File: src/rtl/fetch_sequencer_pkg.sv
// rtl/fetch_sequencer_pkg.sv - shared widths, queue depth and FSM encoding for the fetch sequencer
package fetch_sequencer_pkg;

    localparam int DEF_ISIZE  = 16;
    localparam int DEF_IWIDTH = 16;
    localparam int QDEPTH     = 2;

    // Queue occupancy is 0..2, so two bits are enough.
    localparam int             CNT_W  = 2;
    localparam logic [CNT_W-1:0] Q_FULL = 2'd2;

    typedef enum logic [1:0] {
        IDLE = 2'd0,
        REQ  = 2'd1,
        WAIT = 2'd2
    } fetch_state_e;

endpackage

File: src/rtl/fetch_sequencer_queue.sv
// rtl/fetch_sequencer_queue.sv - 2-entry FIFO of {pc, instr} between fetch and decode
module fetch_queue
    import fetch_sequencer_pkg::*;
#(
    parameter int AW = DEF_ISIZE,
    parameter int DW = DEF_IWIDTH
) (
    input  logic             clk,
    input  logic             rst_n,
    input  logic             push,
    input  logic [AW-1:0]    push_pc,
    input  logic [DW-1:0]    push_data,
    input  logic             pop,
    input  logic             flush,
    output logic [CNT_W-1:0] count,
    output logic [AW-1:0]    head_pc,
    output logic [DW-1:0]    head_data
);

    // Entry 0 is always the oldest; entry 1 only holds data when count is 2.
    logic [AW-1:0]    pc0_q, pc0_d, pc1_q, pc1_d;
    logic [DW-1:0]    data0_q, data0_d, data1_q, data1_d;
    logic [CNT_W-1:0] count_q, count_d;
    logic             push_ok, pop_ok;

    // Guard against pops from empty and pushes into full so count can never wrap.
    assign push_ok = push && (count_q != Q_FULL);
    assign pop_ok  = pop && (count_q != '0);

    // Next-state: flush wins, otherwise shift on pop and append behind the survivors on push.
    always_comb begin
        pc0_d   = pc0_q;
        pc1_d   = pc1_q;
        data0_d = data0_q;
        data1_d = data1_q;
        count_d = count_q;
        if (flush) begin
            count_d = '0;
        end else begin
            case ({push_ok, pop_ok})
                2'b10: begin
                    if (count_q == '0) begin
                        pc0_d   = push_pc;
                        data0_d = push_data;
                    end else begin
                        pc1_d   = push_pc;
                        data1_d = push_data;
                    end
                    count_d = count_q + 2'd1;
                end
                2'b01: begin
                    pc0_d   = pc1_q;
                    data0_d = data1_q;
                    count_d = count_q - 2'd1;
                end
                2'b11: begin
                    if (count_q == Q_FULL) begin
                        pc0_d   = pc1_q;
                        data0_d = data1_q;
                        pc1_d   = push_pc;
                        data1_d = push_data;
                    end else begin
                        pc0_d   = push_pc;
                        data0_d = push_data;
                    end
                end
                default: ;
            endcase
        end
    end

    // Storage registers, cleared on reset so the head presents zeros.
    always_ff @(posedge clk or negedge rst_n) begin
        if (!rst_n) begin
            pc0_q   <= '0;
            pc1_q   <= '0;
            data0_q <= '0;
            data1_q <= '0;
            count_q <= '0;
        end else begin
            pc0_q   <= pc0_d;
            pc1_q   <= pc1_d;
            data0_q <= data0_d;
            data1_q <= data1_d;
            count_q <= count_d;
        end
    end

    assign count     = count_q;
    assign head_pc   = pc0_q;
    assign head_data = data0_q;

endmodule

File: src/rtl/fetch_sequencer.sv
// rtl/fetch_sequencer.sv - instruction fetch FSM with redirect/kill and next_pc generation
module fetch_sequencer
    import fetch_sequencer_pkg::*;
#(
    parameter int ISIZE  = DEF_ISIZE,
    parameter int IWIDTH = DEF_IWIDTH
) (
    input  logic              clk,
    input  logic              rst,
    input  logic [ISIZE-1:0]  curr_pc,
    output logic [ISIZE-1:0]  next_pc,
    output logic              imem_req,
    output logic [ISIZE-1:0]  imem_addr,
    input  logic              imem_gnt,
    input  logic              imem_rvalid,
    input  logic [IWIDTH-1:0] imem_rdata,
    input  logic              redirect,
    input  logic [ISIZE-1:0]  redirect_pc,
    output logic              inst_valid,
    input  logic              inst_ready,
    output logic [IWIDTH-1:0] inst_data,
    output logic [ISIZE-1:0]  inst_pc
);

    fetch_state_e     state_q, state_d;
    logic             kill_q, kill_d;
    logic [ISIZE-1:0] pend_pc_q, pend_pc_d;
    logic [CNT_W-1:0] q_count;
    logic             q_push, q_pop;
    logic             granted;

    assign granted = imem_req && imem_gnt;

    // Redirect beats everything; a grant advances the PC by one word, wrapping naturally.
    assign next_pc   = redirect ? redirect_pc :
                       granted  ? curr_pc + ISIZE'(1) : curr_pc;
    assign imem_addr = imem_req ? curr_pc : '0;

    // A pop in a redirect cycle is meaningless because the queue is being flushed.
    assign q_pop      = inst_valid && inst_ready && !redirect;
    assign inst_valid = (q_count != '0);

    // Next-state and request logic; kill marks the single outstanding response as stale.
    always_comb begin
        state_d   = state_q;
        kill_d    = kill_q;
        pend_pc_d = pend_pc_q;
        imem_req  = 1'b0;
        q_push    = 1'b0;
        case (state_q)
            IDLE: begin
                state_d = REQ;
            end
            REQ: begin
                imem_req = (q_count < Q_FULL);
                if (imem_req && imem_gnt) begin
                    pend_pc_d = curr_pc;
                    state_d   = WAIT;
                    if (redirect) begin
                        kill_d = 1'b1;
                    end
                end
            end
            WAIT: begin
                if (imem_rvalid) begin
                    q_push  = !kill_q && !redirect;
                    kill_d  = 1'b0;
                    state_d = REQ;
                end else if (redirect) begin
                    kill_d = 1'b1;
                end
            end
            default: begin
                state_d = IDLE;
            end
        endcase
    end

    // FSM, kill flag and pending-address registers.
    always_ff @(posedge clk or negedge rst) begin
        if (!rst) begin
            state_q   <= IDLE;
            kill_q    <= 1'b0;
            pend_pc_q <= '0;
        end else begin
            state_q   <= state_d;
            kill_q    <= kill_d;
            pend_pc_q <= pend_pc_d;
        end
    end

    fetch_queue #(
        .AW (ISIZE),
        .DW (IWIDTH)
    ) u_queue (
        .clk       (clk),
        .rst_n     (rst),
        .push      (q_push),
        .push_pc   (pend_pc_q),
        .push_data (imem_rdata),
        .pop       (q_pop),
        .flush     (redirect),
        .count     (q_count),
        .head_pc   (inst_pc),
        .head_data (inst_data)
    );

endmodule

File: config.mk
export PLATFORM = sky130hd
export DESIGN_NAME = fetch_sequencer
export DESIGN_NICKNAME = d
export VERILOG_FILES = /design/src/rtl/fetch_sequencer_pkg.sv /design/src/rtl/fetch_sequencer_queue.sv /design/src/rtl/fetch_sequencer.sv
export SDC_FILE = /design/constraint.sdc
export NUM_CORES = 1
export LEC_CHECK = 0
export ABC_AREA = 1
export CAP_MARGIN = 10
export CORE_UTILIZATION = 35
export CTS_BUF_LIST = sky130_fd_sc_hd__clkbuf_8
export CTS_CLUSTER_DIAMETER = 120
export DETAILED_ROUTE_END_ITERATION = 7
export GPL_TIMING_DRIVEN = 0
export HOLD_SLACK_MARGIN = 0.12
export PLACE_DENSITY = 0.61
export SLEW_MARGIN = 20
export SYNTH_ARGS = -nofsm -noshare
export SYNTH_HDL_FRONTEND = slang
export SYNTH_HIERARCHICAL = 1
export SYNTH_SLANG_ARGS = --single-unit
File: constraint.sdc
create_clock -name clk -period 2.75 [get_ports clk]
set_clock_uncertainty 0.2 [all_clocks]
set_input_delay 0.55 -clock clk [delete_from_list [all_inputs] [get_ports clk]]
set_output_delay 0.55 -clock clk [all_outputs]
set_load 0.01 [all_outputs]
### Word-level counts from Yosys, hierarchy flattened

Index checks and enable logic that the tools add are counted.

* reductions and logical operators: 21
* add/sub/neg operators: 3
* bitwise gates (word level): 1
* mux-type cells: 27
* equal/unequal tests: 12
* order comparisons: 1

Operator list (count)
* $mux 16: 11
* $pmux 16 s3: 2
* $pmux 16 s2: 2
* $add 16x1->16 const B: 1
* $eq 2x2->1 const B: 4
* $ne 2x2->1 const B: 4
* $logic_and 1x1->1: 7
* $mux 1: 6
* $mux 2: 3
* $pmux 2 s3: 1
* $reduce_and 2->1: 3
* $reduce_bool 2->1: 3
* $reduce_bool 3->1: 2
* $eq 2x1->1 const B: 2
* $logic_not 2->1: 2
* $ne 2x1->1 const B: 2
* $pmux 2 s2: 1
* $reduce_and 4->1: 1
* $reduce_and 3->1: 1
* $add 2x1->2 const B: 1
* $logic_not 1->1: 2
* $lt 2x2->1 const B: 1
* $pmux 1 s2: 1
* $sub 2x1->2 const B: 1
* $not 1->1: 1

* flip-flop bits (word level): 85
* word-level logic and storage cells: 73

### Logic depth before layout (Yosys ltp)

Gate-level depths: netlist of the first run.

* word-level depth: 8
* mapped depth: 12
* depth with buffers taken out: 11

### By module

Netlist of the first run, hierarchy kept.

Modules (own cells, without submodules)
* fetch_queue: times used 1, seq. area each 1651.6 um2, cells each 571, area each 3763.6 um2
* fetch_sequencer: times used 1, seq. area each 475.5 um2, cells each 240, area each 1477.7 um2

### Worst setup path before layout of the first run

OpenSTA, ideal clock, no wires.

* path type: input to register
* from: input port redirect
* to: register u_queue.data0_q[0], in the netlist u_queue/head_data[0]
* arrival: 2.003 ns
* path buffers: 4
* cell stages on the path: 12
* setup time: 0.116 ns
* path slack: 0.431 ns
* path through: buf_2 -> clkinv_1 -> buf_2 -> nand2_1 -> nor2_1 -> o21ai_4 -> nand2_2 -> nand2_1 -> buf_4 -> buf_6 -> nand2_1 -> nand2_1

* elaborated cells on any way between the ends: 15
* classes of those cells: 4 x eq/ne; 3 x mux; 1 x bitwise; 7 x reduce/logical

RTL lines
* from (decl): line fetch_sequencer.sv:17 `input logic redirect,`
* $logic_not 1->1 (*): line fetch_sequencer.sv:40 `assign q_pop = inst_valid && inst_ready && !redirect;`
* $logic_and 1x1->1 (*): line fetch_sequencer.sv:40
* named net q_pop: line fetch_sequencer.sv:29 `logic q_push, q_pop;`
* $logic_and 1x1->1 (*): line fetch_sequencer_queue.sv:28 `assign pop_ok = pop && (count_q != '0);`
* $eq 2x2->1 or $eq 2x1->1 (tied branches): line fetch_sequencer_queue.sv:40 `case ({push_ok, pop_ok})`
* $ne 2x1->1 (no line) or $reduce_bool 3->1 (tied branches)
* $reduce_and 3->1 (no line)
* to (signal assigned): line fetch_sequencer_queue.sv:83 `data0_q <= data0_d;`
* to (decl): line fetch_sequencer_queue.sv:22 `logic [DW-1:0] data0_q, data0_d, data1_q, data1_d;`

The timed path passes the listed nets; every way through them passes the cells marked *.
A chain may end at the register's enable or synchronous reset.

### Worst setup path after layout of the first run

* from: register state_q[1]
* to: output port imem_req

* cells in the longest elaborated chain, start to end: 2

RTL lines
* from (decl): line fetch_sequencer.sv:25 `fetch_state_e state_q, state_d;`
* from (signal assigned): line fetch_sequencer.sv:86 `state_q <= state_d;`
* $eq 2x1->1: line fetch_sequencer.sv:50 `case (state_q)`
* $mux 1: line fetch_sequencer.sv:50
* to (decl): line fetch_sequencer.sv:12 `output logic imem_req,`

Every way passes these cells.

==> results of run 1 <==
cells in the mapped netlist:
master / instances / area share
or2_2: 1 / 0.0012
o21ai_4: 1 / 0.0031
o211ai_1: 1 / 0.0014
buf_2: 24 / 0.023
buf_4: 4 / 0.0057
inv_2: 4 / 0.0029
nor2_8: 1 / 0.0038
dfrtp_1: 85 / 0.41
inv_1: 66 / 0.047
nand2_1: 338 / 0.24
a21oi_1: 30 / 0.029
xor2_1: 1 / 0.0017
nor2_1: 99 / 0.071
o21ai_1: 47 / 0.045
clkinv_1: 1 / 0.00072
a31oi_1: 3 / 0.0036
nand3_1: 60 / 0.057
nand3_2: 2 / 0.0038
nand4_1: 5 / 0.0060
ha_1: 1 / 0.0024
nor3_1: 2 / 0.0019
o31ai_1: 1 / 0.0014
o21ai_0: 8 / 0.0076
nand4_4: 1 / 0.0041
nor2_4: 4 / 0.0086
nor2_2: 3 / 0.0036
clkbuf_1: 9 / 0.0064
buf_1: 3 / 0.0021
buf_6: 1 / 0.0021
nand2_2: 5 / 0.0060
cell usage in the layout (no fill, tap or decap), drive strengths merged, types with 3 or more instances in the layout:
cell	instances
clkbuf	26
clkdlybuf4s15	6
nand4	6
clkdlybuf4s50	75
dfrtp	85
dlygate4sd2	19
a31oi	3
buf	56
nand2	343
nand3	62
a21oi	30
dlymetal6s2s	9
inv	71
nor2	108
o21ai	56
clkinvlp	3
where the power goes:
part | leakage, nW | internal [mW] | switching, mW
Combinational | 2.45 | 0.978 | 0.995
Sequential | 1.12 | 1.75 | 0.394
Clock | 0.0951 | 0.449 | 0.499
Total | 3.67 | 3.17 | 1.89
state kept, by name, indices dropped and copies added, names as in the netlist:
signal,cells
kill_q,1
u_queue/data1_q,16
u_queue/head_data,16
pend_pc_q,16
u_queue/pc1_q,16
u_queue/head_pc,16
u_queue/count,2
state_q,2
cells by family (layout without fill, tap and decap cells):
logic type,Yosys count,count (layout),synth area share
and+or+nand+nor,521,522,0.409
DFF,85,85,0.406
xor gates and xnor gates,1,1,0.00167
adders and majority gates,1,1,0.00239
AOI/OAI and AO/OA,91,91,0.0907
buffers and inverters,112,269,0.0902
worst min-delay path, cell delays in order (launching register included):
cell and delay [ns]:
dfrtp_1 0.35, nand2_1 0.05, nand2_1 0.05
repair_timing:
item,CTS,global route
setup buffers,16,4
resized for setup,66,36
pin swaps,11,8
endpoints found under the setup margin,93,85
endpoints found under the hold margin,85,0
hold buffers,1,0
gates cloned,1,0
per-stage QoR:
step	cell area (µm²)	total power, mW	util	hold WS (ns)	cells
after floorplan	5240	3.11	-	0.0544	811
after global placement	6660	4.07	0.457	0.262	1114
after detailed placement	6690	4.10	0.459	0.168	1115
after CTS	7060	5.09	0.484	0.288	1149
after global routing	7120	5.46	0.488	0.302	1153
final	7120	5.06	0.488	0.284	1153
layer usage:
metal | routed length (µm) | track usage | share of wire | vias up
met4 | 284 | 0.0758 | 0.018 | 0
met2 | 7070 | 0.321 | 0.45 | 167
li1 | - | - | - | 2833
met3 | 1080 | 0.0503 | 0.069 | 19
met1 | 7220 | 0.278 | 0.46 | 2469
met5 | 0 | 0 | 0 | -
area by class of cell:
| cell class | count | area (µm²) | share of cell area |
|---|---|---|---|
| inverter | 71 | 268 | 0.0376 |
| clock buffer | 10 | 138 | 0.0193 |
| timing repair buffer | 141 | 1350 | 0.189 |
| buffer | 41 | 215 | 0.0302 |
| multi-input combinational | 615 | 2730 | 0.383 |
| sequential | 85 | 2130 | 0.299 |
| tap | 184 | 230 | 0.0323 |
| clock inverter | 6 | 70.1 | 0.00984 |
how the worst min path moves through the flow:
| stage | end | slack, ns |
|---|---|---|
| after floorplan | kill_q | 0.05 |
| after global placement | u_queue/head_data[6] | 0.26 |
| after detailed placement | u_queue/head_data[0] | 0.17 |
| after CTS | u_queue/head_data[10] | 0.29 |
| after global routing | u_queue/head_data[10] | 0.30 |
| final | u_queue/head_data[10] | 0.28 |
==> impl_results.md, run 1 <==
- Status: completed
- Root buffer selected by CTS: clkbuf_8
- DRT iter0 DRCs: 316
- Global-route wire length before repair: 25800 µm
- Max Cap Viol: 0
- CP Launch Point: state_q[1]
- All-Layer GR Usage: 0.207
- Die area: 15500 µm²
- Fin crit period: 2.68 ns
- Peak VDD IR: 345 µV
- Setup CP Type: flip-flop to output pin
- CTS Buf Count: 9
- Tcrit/Tclk final: 0.973
- RSZ-0062 raised after global routing: true
- FF-to-FF Start: state_q[1]
- Worst Tran Pin Value: 0.518 ns
- Crit start category: flip-flop
- Mapped Cells: 811
- Power Density: 710 nW/µm²
- Yosys reg bits: 85
- Area Overhead vs Synth: 35.9%
- Vias in the first global route: 5160
- Final setup vio count: 0
- Setup slack, reg-to-reg: 0.45 ns
- Drt first pass iters: 5
- CP Data Arrival Time: 1.93 ns
- Sink Count: 85
- Worst Reg-to-Reg Cells: 11
- CP Capture Type: output pin
- Worst Setup Slack, final: 0.0733 ns
- Cell mode on critical path: buf_4
- Core area: 14600 µm²
- R2r endpoint: u_queue/head_pc[7]
- Initial Util: 0.359
- Slew HR: 0.655
- Synth cell types: 30
- Syn nets: 866
- Fillers: 1471
- Setup TNS: 0 ns
- Die Wd: 124 µm
- Clk pin slew, worst setup/hold paths: 0.09 ns
- I/O pins: 120
- Crit path to: imem_req
- Critical Path Max Stage Delay: 0.52 ns
- CP max stage cell: clkdlybuf4s50_1
- Gr ovfl total: 0
- CP Depth: 6
- Pre-CTS WS: -0.716 ns
- Largest net degree at the start of global routing: 77
- Buffers on Ports: 119
- # rows: 44
- Clk buf depth: 2
- Max-slew violations: 0
- CP Cell Sequence: inv_1 -> nand2_2 -> nor2_2 -> buf_4 -> buf_4 -> clkdlybuf4s50_1
- TritonCTS clock tree: done
- CTS H-tree depth: 3
- Layout Nets: 1019
- Synthesized area: 5240 µm²
- DR vias/cell: 4.76
- Synth warnings: 6
- Fmax: 0.374 GHz
- Crit Path Max Fanout: 3
- P_leak: 3.67 nW
- Critical Path RT: 2.00 ns
- WHS Path Cells: 2
- Die height: 124 µm
- Antenna cell count: 0
- Antenna violations before repair: 0
- Worst min path class: flip-flop to flip-flop
- Avg WL per Cell: 13.6 µm
- DRT Wirelength: 15600 µm
- Share of cells above drive strength 1: 0.122
- Detail Route Antenna Nets: 0
- Post-route DRC violation count: 0
- HP Start: u_queue/head_data[10]
- Detailed Place HPWL: 10800 µm
- Delay-heaviest family, CP: buffers and inverters
- Register area share after synthesis: 0.406
- Buf/Inv on CP: 4
- Via count: 5488
- Avg Inst Size Synth: 6.46 µm²
- Gpl congestion: 0.827
- Worst skew pair latency: 0.38 ns
- Fin. Hold Viols: 0
Power figures use the tool's default switching activity.
==> inputs of run 2 (changes only) <==
==> constraint.sdc (replaced) <==
create_clock -name clk -period 2.75 [get_ports clk]
set_clock_uncertainty 0.2 [all_clocks]
set_input_delay 0.275 -clock clk [delete_from_list [all_inputs] [get_ports clk]]
set_output_delay 0.275 -clock clk [all_outputs]
set_load 0.01 [all_outputs]
==> run 2 against run 1 <==
Compared with the run above: cell count is 1.1% lower; count of clock-buffer cells in the layout stayed put; via count is 0.87% lower; worst setup slack worse by 0.011 ns; die area stayed put; global-route usage is 0.51 points lower; flip-flop and latch count stayed put; total power is 0.36% lower; combinational power hardly changed; non-clock buffer count is 12 lower; hold slack worse by 0.16 ns; core utilization is 0.49 points lower.
==> impl_results.md, run 2 (synthesis results as in run 1) <==
- Worst skew pair latency: 0.38 ns (about the same)
- CP Capture Type: output pin
- Fin crit period: 2.69 ns (+0.0110 ns)
- Final setup vio count: 0 (unchanged)
- Die Wd: 124 µm (unchanged)
- Gpl congestion: 0.827 (unchanged)
- Vias in the first global route: 5009 (-2.9%)
- Antenna cell count: 0 (unchanged)
- DRT iter0 DRCs: 331 (+4.7%)
- Worst min path class: input port to flip-flop
- Non-Filler Instances: 1140 (-1.1%)
- DRT Wirelength: 15400 µm (-1.6%)
- Detailed Place HPWL: 10800 µm (unchanged)
- # rows: 44 (unchanged)
- Antenna violations before repair: 0 (unchanged)
- Fillers: 1476 (+0.34%)
- Drt first pass iters: 7 (+2)
- Buffers on Ports: 119 (unchanged)
- Avg WL per Cell: 13.5 µm (-0.53%)
- CTS Buf Count: 9 (unchanged)
- Cell mode on critical path: nand3_1
- Clk pin slew, worst setup/hold paths: 0.09 ns (about the same)
- Die height: 124 µm (unchanged)
- Initial Util: 0.359 (unchanged)
- All-Layer GR Usage: 0.201 (-0.00510)
- CP Launch Point: u_queue/count[1]
- Fmax: 0.372 GHz (-0.41%)
- Delay-heaviest family, CP: simple AND/OR/NAND/NOR gates
- Peak VDD IR: 321 µV (-6.8%)
- Commonest non-fill, non-tap cell in the layout: nand2_1
- Area after DPL: 6690 µm² (unchanged)
- CP max stage cell: dfrtp_2
- Root buffer selected by CTS: clkbuf_8
- Layout Nets: 1006 (-1.3%)
- Post-route cell area: 7050 µm² (-1.0%)
- Global-route wire length before repair: 25200 µm (-2.4%)
- CTS H-tree depth: 3 (unchanged)
- Crit start category: flip-flop
- I/O pins: 120 (unchanged)
- Detail Route Antenna Nets: 0 (unchanged)
- Core area: 14600 µm² (unchanged)
- RSZ-0062 raised after global routing: true
- Via count: 5440 (-0.87%)
- Gr ovfl total: 0 (unchanged)
- Critical Path Max Stage Delay: 0.49 ns (-0.03 ns)
- Share of cells above drive strength 1: 0.0889 (-0.0329)
- Max-slew violations: 0 (unchanged)
- Setup TNS: 0 ns (unchanged)
- Sink Count: 85 (unchanged)
- Buf/Inv on CP: 2 (-2)
- Worst Tran Pin Value: 0.519 ns (+0.000779 ns)
- Slew HR: 0.654 (about the same)
- Power Density: 715 nW/µm² (+0.65%)
- TritonCTS clock tree: done
- Fin. Hold Viols: 0 (unchanged)
- Crit Path Max Fanout: 5 (+2)
- FF-to-FF Start: state_q[1]
- Max Cap Viol: 0 (unchanged)
- Post-route DRC violation count: 0 (unchanged)
- CP Data Arrival Time: 2.21 ns (+0.28 ns)
- Clk buf depth: 2 (unchanged)
- Hold slack final: 0.127 ns (-0.157 ns)
- Tcrit/Tclk final: 0.977 (+0.00400)
- Status: completed
- CP Cell Sequence: nor2_4 -> nand3_4 -> nor2_8 -> buf_4 -> nand3_1 -> nand3_1 -> nand2_1 -> clkdlybuf4s50_1
- Largest net degree at the start of global routing: 77 (unchanged)
- DR vias/cell: 4.77 (+0.26%)
- Cell total after placement: 1115 (unchanged)
- Most frequent cells in the layout: nand2_1 (338), clkdlybuf4s50_1 (108), nor2_1 (96), dfrtp_1 (84), inv_1 (65)
- Area Overhead vs Synth: 34.5%
- P_leak: 3.54 nW (-3.5%)
- Die area: 15500 µm² (unchanged)
- Setup CP Type: flip-flop to output pin
- HP Start: curr_pc[1]
- Critical Path RT: 2.28 ns (+0.28 ns)
run 2: changes by cell type in the layout (fill, tap and decap cells not counted), sizes merged, moves of 5 or more:
| cell | previous run | this run |
|---|---|---|
| clkdlybuf4s50 | 75 | 108 |
| dlygate4sd2 | 19 | 1 |
| buf | 56 | 39 |
| clkdlybuf4s15 | 6 | 0 |
| clkbuf | 26 | 21 |
run 2: per-layer routing:
| layer | global-route usage | routed length, µm |
|---|---|---|
| met2 | 0.312 | 6810 |
| met4 | 0.0659 | 260 |
| met1 | 0.276 | 7270 |
| met5 | 0 | 0 |
| met3 | 0.0468 | 1050 |
run 2: report_power, final:
part	switching [mW]	internal, mW
clock network	0.496	0.449
registers	0.397	1.75
logic	0.972	0.982
total	1.86	3.18
run 2: layout make-up:
cell class | instances | area, µm² | share of cell area
Clock buffer | 10 | 138 | 0.0195
Multi-Input combinational cell | 614 | 2690 | 0.381
Clock inverter | 6 | 70.1 | 0.00994
Timing Repair Buffer | 129 | 1310 | 0.186
Inverter | 71 | 270 | 0.0383
Buffer | 41 | 215 | 0.0305
Tap cell | 184 | 230 | 0.0326
Sequential cell | 85 | 2130 | 0.302
run 2: stage by stage:
step	power (mW)	utilization	worst slack, ns
5_1_grt	5.44	0.483	-0.0229
6_report	5.04	0.483	0.0624
2_1_floorplan	3.11	-	0.706
3_5_place_dp	4.10	0.459	-0.441
4_1_cts	5.08	0.475	0.0126
3_3_place_gp	4.07	0.457	-2.11
run 2: path summary, 6_finish.rpt:
check / endpoint / slack (ns) / cells past startpoint
max in group asynchronous: u_queue/head_data[1] / 1.31 / 3
worst min-delay path: pend_pc_q[1] / 0.13 / 3
min in group asynchronous: u_queue/data1_q[0] / 0.26 / 3
worst min register to register: u_queue/head_data[10] / 0.28 / 2
worst max-delay path: next_pc[15] / 0.06 / 8
worst max register to register: u_queue/head_pc[11] / 0.48 / 11
run 2: timing repair:
| action | in CTS | in global routing |
|---|---|---|
| setup buffers | 0 | 7 |
| setup endpoints to repair | 18 | 57 |
| endpoints found under the hold margin | 85 | 0 |
| hold buffers | 2 | 0 |
| gates resized for setup | 5 | 25 |
| pin swaps | 0 | 4 |
run 2: worst register-to-register path: cells and delay by family, from the launching register on:
kind          cells  cell delay (ns)
simple gates      7             1.00
buf+inv           4             0.55
flops             1             0.41
==> inputs of run 3 (changes only) <==
- CORE_MARGIN: unset -> 5
==> run 3 against run 2 <==
Compared with the run above: sequential power about the same; non-clock buffer count down 4; total power down 0.24%; combinational power about the same; critical path depth down 1; worst setup slack better by 0.067 ns; first-iteration DRC count up 0.91%; design area down 0.32%; maximum frequency up 2.6%; die area up 13%; core utilization down 0.15 points.
==> impl_results.md, run 3 (synthesis results as in run 1) <==
- Drt first pass iters: 5 (-2)
- Root buffer selected by CTS: clkbuf_8
- Detail Route Antenna Nets: 0 (unchanged)
- Worst min path class: input port to flip-flop
- Clk buf depth: 2 (unchanged)
- Commonest non-fill, non-tap cell in the layout: nand2_1
- Antenna violations before repair: 0 (unchanged)
- TritonCTS clock tree: done
- Detailed Place HPWL: 11400 µm (+5.1%)
- Non-Filler Instances: 1137 (-0.26%)
- Worst Reg-to-Reg Cells: 11 (unchanged)
- Post-route DRC violation count: 0 (unchanged)
- Crit start category: input port
- Critical Path RT: 2.28 ns (about the same)
- Tcrit/Tclk final: 0.953 (-0.0244)
- Die area: 17500 µm² (+13%)
- Max-slew violations: 0 (unchanged)
- Slew HR: 0.566 (-0.0882)
- Post-route cell area: 7030 µm² (-0.32%)
- RSZ-0062 raised after global routing: true
- Via count: 5423 (-0.31%)
- Hold EP: pend_pc_q[1]
- Final setup vio count: 0 (unchanged)
- Avg WL per Cell: 13.9 µm (+2.9%)
- HP Start: curr_pc[1]
- Die Wd: 132 µm (+6.4%)
- DRT iter0 DRCs: 334 (+0.91%)
- CP Capture Type: output pin
- Max Cap Viol: 0 (unchanged)
- FF-to-FF Start: state_q[1]
- Area Overhead vs Synth: 34.1%
- Status: completed
- Clk pin slew, worst setup/hold paths: 0.09 ns (about the same)
- R2r endpoint: u_queue/head_data[1]
- Setup slack, reg-to-reg: 0.60 ns (+0.12 ns)
- Fmax: 0.382 GHz (+2.6%)
- Gpl congestion: 0.842 (+1.8%)
- Antenna cell count: 0 (unchanged)
- Crit Path Max Fanout: 10 (+5)
- WHS Path Cells: 3 (unchanged)
- Global-route wire length before repair: 26000 µm (+3.3%)
- All-Layer GR Usage: 0.179 (-0.0228)
- Peak VDD IR: 372 µV (+16%)
- Vias in the first global route: 5137 (+2.6%)
- Power Density: 716 nW/µm² (about the same)
- DR vias/cell: 4.77 (about the same)
- I/O pins: 120 (unchanged)
- Most frequent cells in the layout: nand2_1 (337), clkdlybuf4s50_1 (110), nor2_1 (95), dfrtp_1 (84), inv_1 (65)
- Layout Nets: 1003 (-0.30%)
- Core area: 14600 µm² (unchanged)
- Fillers: 1482 (+0.41%)
- Gr ovfl total: 0 (unchanged)
- Cell total after placement: 1115 (unchanged)
- Largest net degree at the start of global routing: 49 (-36%)
- Initial Util: 0.359 (unchanged)
- Area after DPL: 6680 µm² (-0.17%)
- P_leak: 3.51 nW (-0.82%)
- Die height: 132 µm (+6.4%)
- Total Power: 5.03 mW (-0.24%)
- Buffers on Ports: 119 (unchanged)
- # rows: 44 (unchanged)
- CTS Buf Count: 9 (unchanged)
- Fin crit period: 2.62 ns (-0.0670 ns)
- Setup CP Type: input port to output pin
- CP Data Arrival Time: 2.15 ns (-0.06 ns)
- DRT Wirelength: 15800 µm (+2.6%)
- CTS H-tree depth: 3 (unchanged)
- Share of cells above drive strength 1: 0.0892 (+0.000280)
- Worst skew pair latency: 0.37 ns (about the same)
- Fin. Hold Viols: 0 (unchanged)
- Sink Count: 85 (unchanged)
- Worst Tran Pin Value: 0.651 ns (+0.132 ns)
## run 3: cell count changes in the layout (fill, tap and decap cells not counted), sizes merged
cell and delta:
buf -7, clkbuf +3, clkinv +3, clkinvlp -3
clkdlybuf4s50 +2, dlymetal6s2s -2, dlygate4sd3 -1, inv +1
nor2 +1
## run 3: per-layer routing
| layer | global-route usage | routed length (µm) | vias up |
|---|---|---|---|
| li1 | - | - | 2801 |
| met1 | 0.238 | 7280 | 2434 |
| met2 | 0.280 | 7070 | 174 |
| met3 | 0.0477 | 1200 | 14 |
| met4 | 0.0611 | 244 | 0 |
| met5 | 0 | 0 | - |
## run 3: worst max-delay path by stage
stage               cells after the start  slack, ns              endpoint             start
finish                                  7       0.13            next_pc[7]          redirect
global route                            8     -0.009           next_pc[14]  u_queue/count[1]
CTS                                     9     -0.008           next_pc[12]        curr_pc[1]
detailed placement                     13      -0.40    u_queue/head_pc[8]          redirect
global placement                        1      -2.08          pend_pc_q[2]               rst
floorplan                              12       0.71  u_queue/head_data[0]          redirect
## run 3: where the power goes
group / switching [mW] / leakage (nW) / total, mW / internal, mW
clock: 0.495 / 0.100 / 0.920 / 0.425
sequential: 0.395 / 1.12 / 2.14 / 1.75
combinational: 0.983 / 2.29 / 1.97 / 0.985
total: 1.87 / 3.51 / 5.03 / 3.16
## run 3: timing repair
item / in CTS / in global routing
endpoints found under the hold margin: 47 / 0
cloned: 0 / 1
buffers inserted: 0 / 4
setup endpoints to repair: 11 / 63
hold buffers: 1 / 0
resized for setup: 5 / 28
pin swaps: 0 / 5
## run 3: worst max-delay path: stages
cell,delay (ns)
clkdlybuf4s50_1,0.58
buf_2,0.23
clkinv_2,0.17
clkbuf_4,0.24
nand3_1,0.11
nand2_1,0.06
clkdlybuf4s50_1,0.48
## run 3: cell type report
class | count | area (µm²) | share of cell area
clock inverter | 7 | 73.8 | 0.0105
buffer | 41 | 223 | 0.0317
inverter | 71 | 268 | 0.0381
timing repair buffer | 125 | 1260 | 0.180
multi-input combinational | 615 | 2720 | 0.387
clock buffer | 9 | 124 | 0.0176
sequential | 85 | 2130 | 0.303
tap | 184 | 230 | 0.0328
## run 3: per-stage QoR
stage	setup slack (ns)	setup TNS, ns	hold slack (ns)	utilization
floorplan	0.706	0	-0.221	-
global placement	-2.08	-195.75	0.261	0.457
detailed placement	-0.398	-19.93	0.159	0.458
CTS	-0.00787	-0.00787	0.279	0.473
global route	-0.00900	-0.00900	0.187	0.482
finish	0.129	0	0.130	0.482
==> RTL change: new RTL, flow settings as in run 1 <==
Change the package constant `DEF_ISIZE` from 16 to 32.
--- a/src/rtl/fetch_sequencer_pkg.sv
+++ b/src/rtl/fetch_sequencer_pkg.sv
@@ -3,3 +3,3 @@
 
-    localparam int DEF_ISIZE  = 16;
+    localparam int DEF_ISIZE  = 32;
     localparam int DEF_IWIDTH = 16;
Ports: changed (5 resized); port bits go from 120 to 200. The function was not compared with the original's and may differ.
==> RTL change against run 1 <==
- the run now ends with negative setup slack left
- sequential share of layout area shrank 1.7 points
- clock power grew 76%
- power grew 66%
- sequential cell count grew 48
- design area grew 66%
- hold slack lost 0.020 ns
- sequential power grew 58%
- synthesized area grew 62%
- setup slack lost 0.18 ns
- routed wire length grew 89%
==> RTL change: results (changes against run 1) <==
slew_headroom_pct: 64.0  # was 65.5%
clock_latency_ns: 0.45  # was 0.38 ns
hold_slack_ns: 0.264  # was 0.284 ns
hold_path_depth: 3  # was 2
portBuffers: 199  # was 119
crit_family: "simple AND/OR/NAND/NOR gates"  # was buffers and inverters
vias_per_cell: 4.91  # was 4.76
via_count: 9449  # was 5488
antenna_found_initial: 1  # was 0
cp_max_fo: 5  # was 3
setup_ws_ns: -0.111  # was 0.0733 ns
setup_viol: 12  # was 0
filler_cell_count: 2455  # was 1471
syn-num-nets: 1424  # was 866
status: "finished with violations"  # was completed
critPathLaunchType: "input pin"  # was register
gp_congestion: 0.888  # was 0.827
yosys.cell_types.count: 32  # was 30
cp.arrival_ns: 2.11  # was 1.93 ns
violations: "negative setup slack"
grt_use_total_pct: 24.0  # was 20.7%
grt_pass1_vias: 8853  # was 5160
grt_max_degree: 87  # was 77
placed_cells: 1856  # was 1115
critPathMaxStageDelay_ns: 0.30  # was 0.52 ns
cpMaxStageDelayCell: "clkdlybuf4s15_1"  # was clkdlybuf4s50_1
htreeDepth: 4  # was 3
## RTL change: how the worst min path moves through the flow
| stage | startpoint | endpoint |
|---|---|---|
| floorplan | rst | kill_q |
| global placement | u_queue/head_pc[30] | u_queue/head_pc[30] |
| detailed placement | u_queue/head_pc[0] | u_queue/head_pc[0] |
| CTS | u_queue/head_pc[23] | u_queue/head_pc[23] |
| global route | curr_pc[1] | pend_pc_q[1] |
| finish | curr_pc[1] | pend_pc_q[1] |
## RTL change: per-layer routing
metal	up-vias	share of wire [%]	routed length [um]	global-route usage (%)
met3	49	7.2	2130	4.65
li1	4678	-	-	-
met4	2	1.9	566	7.54
met2	383	47	14000	40.0
met1	4337	43	12800	31.2
met5	-	0.044	13	0
## RTL change: power breakdown
group | leakage [uW] | internal, uW | switching (uW) | total (uW)
Sequential | 0.00173 | 2710 | 674 | 3380
Clock | 0.000202 | 837 | 831 | 1670
Combinational | 0.00403 | 1560 | 1770 | 3330
Total | 0.00597 | 5110 | 3270 | 8380
## RTL change: worst reg2reg max path, cell delays in order (launching register included)
cell	delay [ns]
dfrtp_2	0.44
buf_4	0.14
buf_2	0.18
o21ai_4	0.32
nand2_1	0.16
nand2_1	0.15
buf_4	0.24
clkbuf_4	0.26
nor2_1	0.06
nand2_1	0.10
nand2_1	0.06
## RTL change: area by class of cell
| type | instances | area [um^2] | share of cell area (%) |
|---|---|---|---|
| Tap cell | 319 | 399 | 3.38 |
| Buffer | 73 | 407 | 3.44 |
| Inverter | 115 | 434 | 3.67 |
| Timing Repair Buffer | 238 | 2150 | 18.2 |
| Clock inverter | 14 | 150 | 1.27 |
| Clock buffer | 18 | 248 | 2.10 |
| Multi-Input combinational cell | 1015 | 4690 | 39.7 |
| Sequential cell | 133 | 3330 | 28.2 |
## RTL change: timing repair
action | 4_1_cts | 5_1_grt
setup endpoints to repair | 162 | 94
buffers inserted | 29 | 10
resized for setup | 277 | 75
hold buffers | 1 | 0
pin swaps | 26 | 24
hold endpoints to repair | 47 | 0
## RTL change: cell families (layout without fill, tap and decap cells)
family	Yosys count	after routing	share of synthesized area, %
AND/OR/NAND/NOR	858	858	41.8
buffers and inverters	189	458	9.29
AO/OA/AOI/OAI	154	154	9.31
XOR/XNOR	2	2	0.207
adder cells (fa/ha/maj)	1	1	0.147
flip-flops	133	133	39.2
## RTL change: per-stage QoR
stage | total power [uW] | setup WS, ns
final | 8380 | -0.111
after detailed placement | 6680 | -1.03
after CTS | 8400 | -0.189
after global routing | 9020 | -0.221
after global placement | 6600 | -4.61
after floorplan | 4960 | 0.340
